<file path="src/rtl/stopwatch_ctrl.sv">
// Stopwatch control sequencer: button conditioning, run/pause/lap/idle FSM, seconds prescaler.
// Latency: raw button edge to event DEB_CYCLES+3 cycles; event to state/sw_clear 1 cycle; tick registered.
// Backpressure: none; every output is a single-cycle pulse or a level, and the datapath must accept it.
module stopwatch_ctrl #(
  parameter int unsigned TICK_DIV   = 10_000_000,
  parameter int unsigned DEB_CYCLES = 50_000
) (
  input  logic       clk,
  input  logic       rst,
  input  logic       btn_start,
  input  logic       btn_stop,
  input  logic       btn_lap,
  input  logic       btn_clear,
  output logic       tick,
  output logic       sw_clear,
  output logic       lap_hold,
  output logic [1:0] state
);

  localparam int unsigned CW = $clog2(TICK_DIV);
  localparam int unsigned DW = $clog2(DEB_CYCLES + 1);
  localparam logic [CW-1:0] CNT_TOP = CW'(TICK_DIV - 1);
  localparam logic [DW-1:0] DEB_TOP = DW'(DEB_CYCLES - 1);

  typedef enum logic [1:0] {
    ST_IDLE  = 2'b00,
    ST_RUN   = 2'b01,
    ST_PAUSE = 2'b10,
    ST_LAP   = 2'b11
  } state_t;

  // Button lanes: bit 0 start, 1 stop, 2 lap, 3 clear.
  logic [3:0]         w_btn;
  logic [3:0]         r_sync1;
  logic [3:0]         r_sync2;
  logic [3:0]         r_deb;
  logic [3:0]         r_deb_d;
  logic [3:0]         r_evt;
  logic [3:0][DW-1:0] r_dcnt;

  state_t             r_state;
  state_t             w_state_nxt;
  logic               w_clear_nxt;
  logic               r_sw_clear;
  logic               w_counting;
  logic [CW-1:0]      r_cnt;
  logic               r_tick;

  logic               w_ev_start;
  logic               w_ev_stop;
  logic               w_ev_lap;
  logic               w_ev_clear;

  assign w_btn = {btn_clear, btn_lap, btn_stop, btn_start};

  // Synchronise, debounce (level flips after DEB_CYCLES disagreeing samples), and register rising edges.
  always_ff @(posedge clk) begin
    if (rst) begin
      r_sync1 <= '0;
      r_sync2 <= '0;
      r_deb   <= '0;
      r_deb_d <= '0;
      r_evt   <= '0;
      r_dcnt  <= '0;
    end else begin
      r_sync1 <= w_btn;
      r_sync2 <= r_sync1;
      r_deb_d <= r_deb;
      r_evt   <= r_deb & ~r_deb_d;
      for (int i = 0; i < 4; i++) begin
        if (r_sync2[i] == r_deb[i]) begin
          r_dcnt[i] <= '0;
        end else if (r_dcnt[i] == DEB_TOP) begin
          r_deb[i]  <= ~r_deb[i];
          r_dcnt[i] <= '0;
        end else begin
          r_dcnt[i] <= r_dcnt[i] + 1'b1;
        end
      end
    end
  end

  assign w_ev_start = r_evt[0];
  assign w_ev_stop  = r_evt[1];
  assign w_ev_lap   = r_evt[2];
  assign w_ev_clear = r_evt[3];

  // Next state: each state checks only its legal events, highest priority first (clear > stop > start > lap).
  always_comb begin
    w_state_nxt = r_state;
    w_clear_nxt = 1'b0;
    case (r_state)
      ST_IDLE: begin
        if (w_ev_clear) begin
          w_clear_nxt = 1'b1;
        end else if (w_ev_start) begin
          w_state_nxt = ST_RUN;
        end
      end
      ST_RUN: begin
        if (w_ev_stop) begin
          w_state_nxt = ST_PAUSE;
        end else if (w_ev_lap) begin
          w_state_nxt = ST_LAP;
        end
      end
      ST_LAP: begin
        if (w_ev_stop) begin
          w_state_nxt = ST_PAUSE;
        end else if (w_ev_lap) begin
          w_state_nxt = ST_RUN;
        end
      end
      ST_PAUSE: begin
        if (w_ev_clear) begin
          w_state_nxt = ST_IDLE;
          w_clear_nxt = 1'b1;
        end else if (w_ev_start) begin
          w_state_nxt = ST_RUN;
        end
      end
      default: w_state_nxt = ST_IDLE;
    endcase
  end

  // State register and the registered sw_clear pulse.
  always_ff @(posedge clk) begin
    if (rst) begin
      r_state    <= ST_IDLE;
      r_sw_clear <= 1'b0;
    end else begin
      r_state    <= w_state_nxt;
      r_sw_clear <= w_clear_nxt;
    end
  end

  // Prescaler runs in RUN and LAP alike so a lap never disturbs the second cadence; PAUSE keeps the partial second.
  assign w_counting = (r_state == ST_RUN) || (r_state == ST_LAP);

  always_ff @(posedge clk) begin
    if (rst) begin
      r_cnt  <= '0;
      r_tick <= 1'b0;
    end else begin
      r_tick <= w_counting && (r_cnt == CNT_TOP);
      if (r_state == ST_IDLE) begin
        r_cnt <= '0;
      end else if (w_counting) begin
        r_cnt <= (r_cnt == CNT_TOP) ? '0 : r_cnt + 1'b1;
      end
    end
  end

  assign tick     = r_tick;
  assign sw_clear = r_sw_clear;
  assign lap_hold = (r_state == ST_LAP);
  assign state    = r_state;

endmodule

</file>
<file path="config.mk">
export PLATFORM = sky130hd
export DESIGN_NAME = stopwatch_ctrl
export DESIGN_NICKNAME = d
export VERILOG_FILES = /design/src/rtl/stopwatch_ctrl.sv
export SDC_FILE = /design/constraint.sdc
export NUM_CORES = 1
export LEC_CHECK = 0
export CAP_MARGIN = 25
export CORE_UTILIZATION = 31
export CTS_CLUSTER_SIZE = 20
export DETAILED_ROUTE_END_ITERATION = 8
export MAX_ROUTING_LAYER = met4
export PLACE_DENSITY = 0.57
export SLEW_MARGIN = 20
export SYNTH_ARGS = -nofsm -noshare
export SYNTH_HDL_FRONTEND = slang
export SYNTH_SLANG_ARGS = --single-unit
export TNS_END_PERCENT = 10
</file>
<file path="constraint.sdc">
create_clock -name clk -period 2.2 [get_ports clk]
set_input_delay 0.44 -clock clk [delete_from_list [all_inputs] [get_ports clk]]
set_output_delay 0.44 -clock clk [all_outputs]
set_load 0.02 [all_outputs]
</file>
==> out/metrics.json <==
{
  "tightestPinTransition_ns": 0.633,
  "crit_path_start": "state[0]",
  "setup_tns_ns": 0,
  "final_net_count": 547,
  "dieHeight_um": 125,
  "critical_path.max_fanout": 8,
  "layoutNonFillerInstCount": 725,
  "result_of_the_run": "finished with violations",
  "wl_per_cell_um": 12.1,
  "dr_total_vias": 3594,
  "switching_share_pct": 21.4,
  "power.combinational.fraction_pct": 1.2,
  "dp_worst_setup_slack_ns": 0.169,
  "syn-num-nets": 533,
  "tritoncts": "done",
  "detailedRoute.firstPassIterationCount": 8,
  "boundaryPins": 11,
  "power_density_nw_per_um2": 673,
  "post_route_cells_drive_above_1_share_pct": 7.39,
  "min_period_ns": 2.13,
  "worstReg2RegStart": "r_cnt[0]",
  "critical_path.max_stage_delay_ns": 0.62,
  "vdd_drop_max_mv": 0.346,
  "final.period_utilization_pct": 96.8,
  "drv_slew": 0,
  "ctsRootBufferMaster": "clkbuf_16",
  "dr.first_iter.drc_count": 275,
  "critical_path.cell_chain": "buf_4, and2_1, clkdlybuf4s50_1",
  "cell_internal_power_uw": 2830,
  "reg2reg_slack_ns": 0.14,
  "number_of_flops_mapped_to_enable_cells_by_yosys": 0,
  "globalRouteMet3Util_pct": 3.85,
  "clockBufferDepth": 2,
  "cp-end-kind": "output port",
  "failed_checks": "design-rule violations",
  "fin_total_pwr_uw": 3600,
  "syn2layout_area_growth_pct": 13.3,
  "skew_ns": 0.00875,
  "yosysSeqAreaShare_pct": 47.5,
  "synth_flop_cell": "dfxtp_1",
  "p_switching_uw": 771,
  "worst_ep_required_time_ns": 1.76,
  "post-route-worst-setup-slack_ns": 0.0700,
  "worst_slew_margin_rel_pct": 57.4,
  "leakage_uw": 0.00167,
  "cts_buffers": 9,
  "cts.sinks": 112,
  "floorplan.core_area_sq_um": 14700,
  "report.final.setup_viol": 0,
  "hold_path_startpoint": "r_deb_d[2]",
  "worst_path_cell_with_the_longest_stage_delay": "clkdlybuf4s50_1",
  "clock_insertion_delay_worst_skew_ns": 0.35,
  "power.sequential.fraction_pct": 56.7,
  "grt_overflow_total": 0,
  "antenna-diode-count": 0,
  "synth_area_per_cell_sq_um": 9.04,
  "rsz0062_at_grt": "false",
  "width_of_the_die_um": 125,
  "detail_route.drc_violations": 2,
  "std_cell_rows": 44,
  "grt.met1_usage_pct": 14.5,
  "busiest_layer_in_global_routing": "met2",
  "final_weighted_congestion_in_routability_driven_placement": 0.833,
  "place.detailed.hpwl_mm": 6.12,
  "globalRouteMet2Util_pct": 20.1,
  "detail_route.vias_per_cell": 4.96,
  "synth.distinct_cells": 38,
  "htreeDepth": 3,
  "postRouteWirelength_mm": 8.78,
  "ys_seq_elements": 112,
  "vias_in_the_first_global_route": 3453,
  "final_core_util_pct": 36.4,
  "grt_max_degree": 23,
  "synthesis.instances": 522,
  "synth-async-reset-ratio_pct": 0,
  "timing.critical_path.from_type": "register",
  "drv.max_cap_violation_count": 0,
  "clkTransAtPathRegs_ns": 0.07,
  "achievable-frequency_ghz": 0.469,
  "crit_arrival_ns": 1.69,
  "syn-cell-area_sq_um": 4720,
  "timing.setup.critical_path_class": "register to output port",
  "wire_length_of_the_first_global_routing_pass_mm": 15.5,
  "power.clock.fraction_pct": 42.2,
  "hold_class": "register to register",
  "die-area_sq_um": 15700,
  "yosysWarningCount": 0,
  "finalHoldViolations": 0,
  "initial_antenna_violation_count": 0,
  "ant_nets": 0,
  "initial_utilization_pct": 32.1,
  "port_buffers": 10,
  "place.detailed.instances": 709,
  "grt_usage_pct": 12.4,
  "cts_hold_buffers": 0
}
==> through the flow <==
stage,instance area (sq um),hold slack (ns)
finish,5350,0.382
global route,5350,0.405
CTS,5350,0.385
detailed placement,5070,0.371
global placement,5070,0.372
floorplan,4720,0.367
==> synth_stat cells, types with 12 or more instances <==
| library cell | instances | share of area, % |
|---|---|---|
| a21oi_1 | 19 | 2.0 |
| xnor2_1 | 35 | 6.5 |
| nor2_1 | 82 | 6.5 |
| dfxtp_1 | 112 | 48 |
| nand4_1 | 23 | 3.0 |
| o21ai_0 | 12 | 1.3 |
| nor2b_1 | 18 | 2.4 |
| nand2_1 | 29 | 2.3 |
| xor2_1 | 29 | 5.4 |
| nor4_1 | 13 | 1.7 |
| clkbuf_1 | 15 | 1.2 |
| nand3_1 | 29 | 3.1 |
| and3_1 | 13 | 1.7 |
==> metal layers <==
| metal | share of wire (%) | wire length (um) | up-vias |
|---|---|---|---|
| li1 | - | - | 1855 |
| met1 | 50 | 4390 | 1697 |
| met2 | 46 | 4010 | 32 |
| met3 | 3.2 | 277 | 10 |
| met4 | 1.2 | 101 | 0 |
| met5 | 0 | 0 | - |
==> area by class of cell <==
class	count	area, sq um
Clock inverter	6	45.0
Sequential cell	112	2240
Inverter	8	30.0
Timing Repair Buffer	20	188
Clock buffer	10	229
Tap cell	184	230
Multi-Input combinational cell	385	2380
Fill cell	1486	9350
==> placed cells by master (no fill, tap or decap), drive strengths merged, types with 2 or more instances in the layout <==
cell type,Yosys,final
clkinv,0,2
and3,13,13
and4,7,7
xnor2,35,35
clkbuf,15,10
and2,5,5
o31a,2,2
clkinvlp,0,3
or3,11,11
nand2,29,29
or2,3,3
buf,2,10
o31ai,7,7
nor4bb,5,5
nor3,10,10
nand3,29,29
dfxtp,112,112
nor2,82,82
o21ai,12,12
nor4b,5,5
and4b,2,2
nor3b,2,2
nor2b,18,18
nand4,24,24
nor4,13,13
inv,8,9
clkdlybuf4s50,0,10
mux2i,5,5
o21ba,2,2
ha,5,5
or4,9,9
xor2,29,29
a21oi,19,19
==> flip-flops by register name (all words and copies together), names as in the netlist <==
signal    flops
tick          1
r_deb_d       4
r_sync1       4
r_deb         4
state         2
sw_clear      1
r_cnt        24
r_sync2       4
r_dcnt       64
r_evt         4
==> power groups by stage <==
| stage | clock, uW | combinational (uW) | sequential, uW |
|---|---|---|---|
| final | 1520 | 42.7 | 2040 |
| after global routing | 1650 | 48.2 | 2040 |
| after CTS | 1570 | 43.9 | 2040 |
| after detailed placement | 0 | 43.8 | 2090 |
| after global placement | 0 | 42.8 | 2090 |
| after floorplan | 0 | 23.0 | 2090 |
==> worst max-delay path: cells and delay by family, from the launching register on <==
kind | cells | cell delay [ns]
DFF | 1 | 0.41
and+or+nand+nor | 1 | 0.13
buffers and inverters | 2 | 0.80
==> what timing repair did <==
item	CTS	global route
setup buffers	0	0
resized for setup	1	0
endpoints found under the setup margin	1	0
==> path summary, 6_finish.rpt <==
check	to	cells after the start
hold / removal	r_evt[2]	1
hold reg to reg	r_evt[2]	1
setup reg to reg	r_cnt[22]	5
setup / recovery	lap_hold	3
==> kinds of logic after synthesis <==
| family | after synthesis | share of synthesized area, % |
|---|---|---|
| DFF | 112 | 47.5 |
| muxes | 5 | 1.06 |
| adders and majority gates | 5 | 1.33 |
| buffers and inverters | 25 | 2.15 |
| xor gates and xnor gates | 64 | 11.9 |
| and+or+nand+nor | 268 | 30.7 |
| AOI/OAI and AO/OA | 43 | 5.38 |
Power figures use the tool's default switching activity.
